### src/rtl/serial_adder_ctrl_if.sv
// Handshake and result bundle for the bit-serial adder controller.
// The master drives the request and operands, and the slave returns status and result.
interface serial_adder_ctrl_if #(
  parameter int unsigned WIDTH = 4
);
  logic             start;
  logic [WIDTH-1:0] a_in;
  logic [WIDTH-1:0] b_in;
  logic             cin;
  logic             busy;
  logic             done;
  logic [WIDTH-1:0] sum;
  logic             cout;
  logic             ovf;

  modport master (
    output start, a_in, b_in, cin,
    input  busy, done, sum, cout, ovf
  );

  modport slave (
    input  start, a_in, b_in, cin,
    output busy, done, sum, cout, ovf
  );
endinterface

### src/rtl/serial_adder_ctrl.sv
// Bit-serial WIDTH-bit adder controller.
// Operands are shifted LSB-first through a single full-adder cell, one bit per clock.
// The carry is held in a flip-flop between bits.
// The finished sum, unsigned carry-out and signed overflow flag are presented
// together with a one-cycle done pulse.
module serial_adder_ctrl #(
  parameter int unsigned WIDTH = 4
) (
  input logic                clk,
  input logic                reset,
  serial_adder_ctrl_if.slave bus
);

  localparam int unsigned CntW = (WIDTH > 1) ? $clog2(WIDTH) : 1;
  localparam logic [CntW-1:0] CntLast = CntW'(WIDTH - 1);

  typedef enum logic [1:0] {
    StIdle,
    StShift,
    StDone
  } state_e;

  state_e           state_q;
  logic [WIDTH-1:0] a_sr_q;
  logic [WIDTH-1:0] b_sr_q;
  // Holds the WIDTH-1 sum bits already produced.
  // The last bit comes straight from the cell on the final edge.
  logic [WIDTH-2:0] acc_sr_q;
  logic             carry_q;
  logic [CntW-1:0]  cnt_q;
  logic [WIDTH-1:0] sum_q;
  logic             cout_q;
  logic             ovf_q;
  logic             busy_q;
  logic             done_q;

  // Full-adder cell: the same equations as the full_adder_1bit cell, inlined here.
  logic fa_a, fa_b, fa_c_in, fa_s, fa_c_out;
  logic [WIDTH-1:0] acc_next;

  // Cell inputs come from the shift-register LSBs and the carry flop.
  // acc_next is the accumulator with the current sum bit entering at the MSB.
  always_comb begin
    fa_a     = a_sr_q[0];
    fa_b     = b_sr_q[0];
    fa_c_in  = carry_q;
    fa_s     = fa_a ^ fa_b ^ fa_c_in;
    fa_c_out = (fa_a & fa_b) | (fa_c_in & (fa_a ^ fa_b));
    acc_next = {fa_s, acc_sr_q};
  end

  // Control FSM with the datapath registers and the registered status/result outputs.
  always_ff @(posedge clk) begin
    if (reset) begin
      state_q  <= StIdle;
      a_sr_q   <= '0;
      b_sr_q   <= '0;
      acc_sr_q <= '0;
      carry_q  <= 1'b0;
      cnt_q    <= '0;
      sum_q    <= '0;
      cout_q   <= 1'b0;
      ovf_q    <= 1'b0;
      busy_q   <= 1'b0;
      done_q   <= 1'b0;
    end else begin
      unique case (state_q)
        StIdle: begin
          done_q <= 1'b0;
          if (bus.start) begin
            a_sr_q  <= bus.a_in;
            b_sr_q  <= bus.b_in;
            carry_q <= bus.cin;
            cnt_q   <= '0;
            busy_q  <= 1'b1;
            state_q <= StShift;
          end
        end
        StShift: begin
          a_sr_q   <= a_sr_q >> 1;
          b_sr_q   <= b_sr_q >> 1;
          acc_sr_q <= acc_next[WIDTH-1:1];
          carry_q  <= fa_c_out;
          if (cnt_q == CntLast) begin
            // carry_q is the carry into the MSB here.
            // Its XOR with the MSB carry-out is the signed overflow flag.
            sum_q   <= acc_next;
            cout_q  <= fa_c_out;
            ovf_q   <= carry_q ^ fa_c_out;
            cnt_q   <= '0;
            busy_q  <= 1'b0;
            done_q  <= 1'b1;
            state_q <= StDone;
          end else begin
            cnt_q <= cnt_q + 1'b1;
          end
        end
        StDone: begin
          done_q  <= 1'b0;
          state_q <= StIdle;
        end
        default: begin
          busy_q  <= 1'b0;
          done_q  <= 1'b0;
          state_q <= StIdle;
        end
      endcase
    end
  end

  assign bus.busy = busy_q;
  assign bus.done = done_q;
  assign bus.sum  = sum_q;
  assign bus.cout = cout_q;
  assign bus.ovf  = ovf_q;

endmodule

### src/flat_wrapper.sv
// flat-port wrapper written by rule: the top's interface ports become plain ports
module serial_adder_ctrl_flat 
#(
  parameter int unsigned WIDTH = 4
)
  (clk, reset, bus_start, bus_a_in, bus_b_in, bus_cin, bus_busy, bus_done, bus_sum, bus_cout, bus_ovf);
  serial_adder_ctrl_if #(.WIDTH(WIDTH)) bus_i ();
  input logic clk;
  input logic reset;
  input wire logic [$bits(bus_i.start)-1:0] bus_start;
  input wire logic [$bits(bus_i.a_in)-1:0] bus_a_in;
  input wire logic [$bits(bus_i.b_in)-1:0] bus_b_in;
  input wire logic [$bits(bus_i.cin)-1:0] bus_cin;
  output wire logic [$bits(bus_i.busy)-1:0] bus_busy;
  output wire logic [$bits(bus_i.done)-1:0] bus_done;
  output wire logic [$bits(bus_i.sum)-1:0] bus_sum;
  output wire logic [$bits(bus_i.cout)-1:0] bus_cout;
  output wire logic [$bits(bus_i.ovf)-1:0] bus_ovf;
  assign bus_i.start = bus_start;
  assign bus_i.a_in = bus_a_in;
  assign bus_i.b_in = bus_b_in;
  assign bus_i.cin = bus_cin;
  assign bus_busy = bus_i.busy;
  assign bus_done = bus_i.done;
  assign bus_sum = bus_i.sum;
  assign bus_cout = bus_i.cout;
  assign bus_ovf = bus_i.ovf;
  serial_adder_ctrl #(.WIDTH(WIDTH)) u_core (.clk(clk), .reset(reset), .bus(bus_i));
endmodule
### config.mk
export PLATFORM = sky130hd
export DESIGN_NAME = serial_adder_ctrl_flat
export DESIGN_NICKNAME = d
export VERILOG_FILES = /design/src/rtl/serial_adder_ctrl_if.sv /design/src/rtl/serial_adder_ctrl.sv /design/src/flat_wrapper.sv
export SDC_FILE = /design/constraint.sdc
export NUM_CORES = 1
export LEC_CHECK = 0
export BUFFER_PORTS_ARGS = -buffer_cell sky130_fd_sc_hd__buf_2
export CAP_MARGIN = 10
export CORE_MARGIN = 2
export CORE_UTILIZATION = 55
export CTS_CLUSTER_DIAMETER = 30
export DETAILED_ROUTE_END_ITERATION = 8
export HOLD_SLACK_MARGIN = 0.02
export PLACE_DENSITY = 0.84
export RECOVER_POWER = 25
export SYNTH_ARGS = -nofsm -noshare
export SYNTH_HDL_FRONTEND = slang
export SYNTH_SLANG_ARGS = --single-unit
### constraint.sdc
create_clock -name clk -period 2.9 [get_ports clk]
set_input_delay 0.58 -clock clk [delete_from_list [all_inputs] [get_ports clk]]
set_output_delay 0.58 -clock clk [all_outputs]
set_load 0.005 [all_outputs]
### Word level (Yosys, flattened, before mapping)

Cells that the tools add are included.

* $add $sub $neg: 1
* multiply operators: 0
* divide/modulo/power cells: 0
* order comparisons: 0
* equality and inequality tests: 5
* shifts and indexed selects: 0
* mux-type cells: 15
* bitwise gates (word level): 8
* reductions and logical operators: 7

Operators by type and width (count)
* $pmux W4 S2: 2
* $mux W2: 4
* $mux W4: 2
* $pmux W2 S2: 2
* $reduce_and A2 Y1: 3
* $eq A2 B2 Y1 const B: 2
* $mux W1: 3
* $pmux W1 S3: 1
* $reduce_and A3 Y1: 1
* $xor A1 B1 Y1: 3
* $add A2 B1 Y2 const B: 1
* $and A1 B1 Y1: 2
* $eq A2 B1 Y1 const B: 1
* $logic_not A2 Y1: 1
* $ne A2 B1 Y1 const B: 1
* $ne A2 B2 Y1 const B: 1
* $not A1 Y1: 2
* $pmux W1 S2: 1
* $reduce_bool A2 Y1: 1
* $reduce_or A2 Y1: 1
* $or A1 B1 Y1: 1

* register bits: 24
* latch bits: 0
* memory bits (writable): 0
* memory bits (read-only): 0
* bits of input ports: 12
* output and inout port bits: 8
* word-level logic and storage cells: 47
* memories kept: 0

### Logic depth before layout (Yosys ltp)

* word-level depth: 4
* gate-level depth with buffers: 5
* mapped depth without buffers: 4

### Worst setup path before layout

OpenSTA, ideal clock, no wires.

* path type: register to register
* start: register u_core.carry_q
* end: register u_core.carry_q
* library setup time: 0.131 ns
* arrival: 1.095 ns
* setup slack: 1.675 ns
* stages on the path, launching flop included: 4
* path buffers: 0
* period minus slack after synthesis: 1.225 ns
* path through: dfxtp_1 -> fa_1 -> nor3b_1 -> nor4_2

* cells in the longest elaborated chain, start to end: 3

Ends and longest elaborated chain
* from (decl): RTL line serial_adder_ctrl.sv:29 `logic carry_q;`
* from (signal assigned): RTL line serial_adder_ctrl.sv:73 `carry_q <= bus.cin;`
* from (signal assigned): RTL line serial_adder_ctrl.sv:83 `carry_q <= fa_c_out;`
* $and A1 B1 Y1: RTL line serial_adder_ctrl.sv:48 `fa_c_out = (fa_a & fa_b) | (fa_c_in & (fa_a ^ fa_b));`
* $or A1 B1 Y1: RTL line serial_adder_ctrl.sv:48
* named net u_core.fa_c_out: RTL line serial_adder_ctrl.sv:38 `logic fa_a, fa_b, fa_c_in, fa_s, fa_c_out;`
* $pmux W1 S2: RTL line serial_adder_ctrl.sv:67 `unique case (state_q)`

The timed path passes the listed nets, and every way through them passes these cells.
A chain may end at the register's enable or synchronous reset.

### Worst setup path after layout

* start: register u_core.state_q[0]
* end: register u_core.acc_sr_q[1]

* cells in the longest elaborated chain, start to end: 1

Ends and longest elaborated chain
* from (decl): RTL line serial_adder_ctrl.sv:23 `state_e state_q;`
* from (signal assigned): RTL line serial_adder_ctrl.sv:55 `state_q <= StIdle;`
* from (signal assigned): RTL line serial_adder_ctrl.sv:76 `state_q <= StShift;`
* from (signal assigned): RTL line serial_adder_ctrl.sv:93 `state_q <= StDone;`
* $eq A2 B1 Y1: RTL line serial_adder_ctrl.sv:67
* to (signal assigned): RTL line serial_adder_ctrl.sv:82 `acc_sr_q <= acc_next[WIDTH-1:1];`
* to (decl): RTL line serial_adder_ctrl.sv:28 `logic [WIDTH-2:0] acc_sr_q;`

No other way between the ends.

==> run_results.csv <==
group,metric,value,unit
outcome,outcome,"completed",
layout,layout_common_cells,"dfxtp_1, buf_2, nor2_1",
route,drc,0,
clocking,cts_buffers,3,
route,vias,775,
timing,whs,0.4661,ns
synthesis,synthFlopType,"dfxtp_1",
layout,area_growth,6.437,%
floorplanning,die_h,48.49,µm
grt,antenna_found_initial,0,
clocking,path_clk_slew,0.12,ns
timing,worst_pin_slew,0.6785,ns
timing,fin_skew,0.003445,ns
timing,max_freq,0.5836,GHz
synthesis,ys_ff_latch,24,
clocking,htreeDepth,1,
synthesis,yosysUniqueCellTypes,29,
clocking,postCtsSetupBuffers,0,
clocking,cts_root_buf,"clkbuf_4",
synthesis,syn_avg_cell_area,9.987,µm²
route,post_drt_wl_per_cell,11.95,µm
worst_setup_path,worstSetupStartpoint,"u_core.state_q[0]",
clocking,cts_hold_buf,0,
worst_setup_path,slowest_delay,0.78,ns
clocking,cts_sinks,24,
placed_design,io_buffers,19,
timing,fin_setup_tns,0,ns
worst_setup_path,crit_type,"reg -> reg",
hold_path,holdCritPathClass,"reg -> reg",
synthesis,yosysWarnings,0,
worst_setup_path,crit_path_start_kind,"flip-flop",
timing,rsz0062_at_grt,"no",
placed_design,dp_hpwl,1266,µm
synthesis,seq_area_frac_synth,0.4414,
route,drt_iter0_markers,12,
worst_setup_path,worstPathArrival,1.91,ns
synthesis,async_flop_share,0,
layout,finalNetCount,138,
placed_design,gp_congestion,0.7057,
synthesis,synth-edff-count,0,
timing,fin_crit_sh,0.5909,
grt,grt_pass1_wl,3091,µm
worst_setup_path,cp_data_required_time,3.10,ns
layout,layout_commonest_cell,"dfxtp_1",
grt,global_route.overflow_total,0,
clocking,cts_resized,0,
floorplanning,rows,16,
worst_setup_path,crit_chain,"nor2b_1 -> mux2i_1 -> nor2_1",
timing,setup_viol,0,
layout,drive_gt1_frac,0.2623,
grt,grtUsageTotal,0.1679,
power_and_ir_drop,total_power,0.5818,mW
clocking,clockBufferDepth,2,
clocking,clkLatencyLatePin,0.31,ns
floorplanning,core_area,0.001922,mm²
worst_setup_path,cpLargestDelayFamily,"flip-flops",
timing,hold_viol_final,0,
synthesis,netlist_area,0.001089,mm²
power_and_ir_drop,powerDensity,502.2,mW/mm²
worst_setup_path,timing.rr.start,"u_core.state_q[0]",
power_and_ir_drop,power_leakage,0.4591,nW
timing,slew_violations,0,
grt,grt_pass1_vias,718,
floorplanning,die-area,0.002351,mm²
worst_setup_path,critPathBufInv,0,
synthesis,syn_nets,123,
worst_setup_path,slowest_stage,"dfxtp_1",
worst_setup_path,worst_setup_path_end_kind,"flip-flop",
clocking,cts_tree,"yes",
route,drtPass1Iterations,3,
timing,timing.final.crit_period,1.714,ns
route,drt-total-wl,1781,µm
power_and_ir_drop,peakVddDrop,334.2,µV
floorplanning,start_util,0.5664,
floorplanning,die_w,48.49,µm
timing,max_slew_margin,0.5470,
run,maxCapViolCount,0,
route,antenna_left,0,
synthesis,syn_inst,109,
route,routed_via_density,5.201,
layout,num_antenna_cells,0,
floorplanning,ios,20,
grt,grt_max_degree,26,
hold_path,hp-start,"u_core.bus.cout",
worst_setup_path,cp_max_fo,18,
## metal layers
| layer | share of wire | vias up | track usage |
|---|---|---|---|
| met1 | 0.49 | 351 | 0.2218 |
| met4 | 0.021 | 0 | 0.07143 |
| met5 | 0 | - | 0 |
| met3 | 0.038 | 5 | 0.04012 |
| met2 | 0.45 | 17 | 0.2639 |
| li1 | - | 402 | - |
## cell type report
cell class,instances,area (µm²)
repair buffers,19,92.59
well taps,27,33.78
multi-input cells,74,521.8
fillers,181,763.2
clock buffers,3,22.52
flip-flops and latches,24,480.5
inverters,2,7.507
## flip-flops by register name, indices dropped and copies added (netlist names)
name / flops
u_core.b_sr_q: 4
u_core.bus.done: 1
u_core.state_q: 2
u_core.bus.cout: 1
u_core.carry_q: 1
u_core.acc_sr_q: 3
u_core.a_sr_q: 4
u_core.bus.sum: 4
u_core.bus.busy: 1
u_core.cnt_q: 2
u_core.bus.ovf: 1
## cell families (layout without fill, tap and decap cells)
logic type	Yosys count	in the layout	synth area share
buf+inv	11	24	0.07930
mux	10	10	0.09196
simple gates	38	38	0.1747
compound gates	23	23	0.1747
xor+xnor	1	1	0.008047
fa+ha+maj	2	2	0.02988
flops	24	24	0.4414
## worst min-delay path, delay by kind of cell, from the launching register on
kind	cells	cell delay, ns
AOI/OAI and AO/OA	1	0.05
and+or+nand+nor	1	0.05
DFF	1	0.33
## through the flow
step | setup slack (ns) | cell area (µm²) | utilization | instances
2_1_floorplan | 1.675 | 1089 | - | 109
3_3_place_gp | 1.275 | 1139 | 0.5924 | 146
3_5_place_dp | 1.219 | 1139 | 0.5924 | 146
4_1_cts | 1.188 | 1161 | 0.6042 | 149
5_1_grt | 1.017 | 1159 | 0.6029 | 149
6_report | 1.186 | 1159 | 0.6029 | 149
## synthesized netlist by cell type, types with 2 or more instances
cell type,count,area (µm²)
nand3b_1,3,22.52
inv_1,2,7.510
a211oi_2,7,87.58
buf_4,3,22.52
nor2_2,3,18.77
buf_6,2,22.52
nand2_1,10,37.54
o21ai_0,4,20.02
a21oi_1,7,35.03
mux2i_1,10,100.1
nor2_1,15,56.30
a22oi_1,2,15.01
nor2b_1,2,12.51
dfxtp_1,24,480.5
## worst paths after layout
path,to,slack [ns],cells after the start
worst max-delay path,u_core.acc_sr_q[1],1.19,3
worst min-delay path,u_core.bus.cout,0.47,2
worst max register to register,u_core.acc_sr_q[1],1.19,3
worst min register to register,u_core.bus.cout,0.47,2
## report_power, final
group          switching (mW)  leakage [nW]  total (mW)  internal, mW
combinational          0.0368         0.249      0.0743        0.0375
clock                  0.0959        0.0138       0.145        0.0486
sequential             0.0167         0.196       0.363         0.346
total                   0.149         0.459       0.582         0.432
No activity file was read; power rests on OpenSTA's default activity.
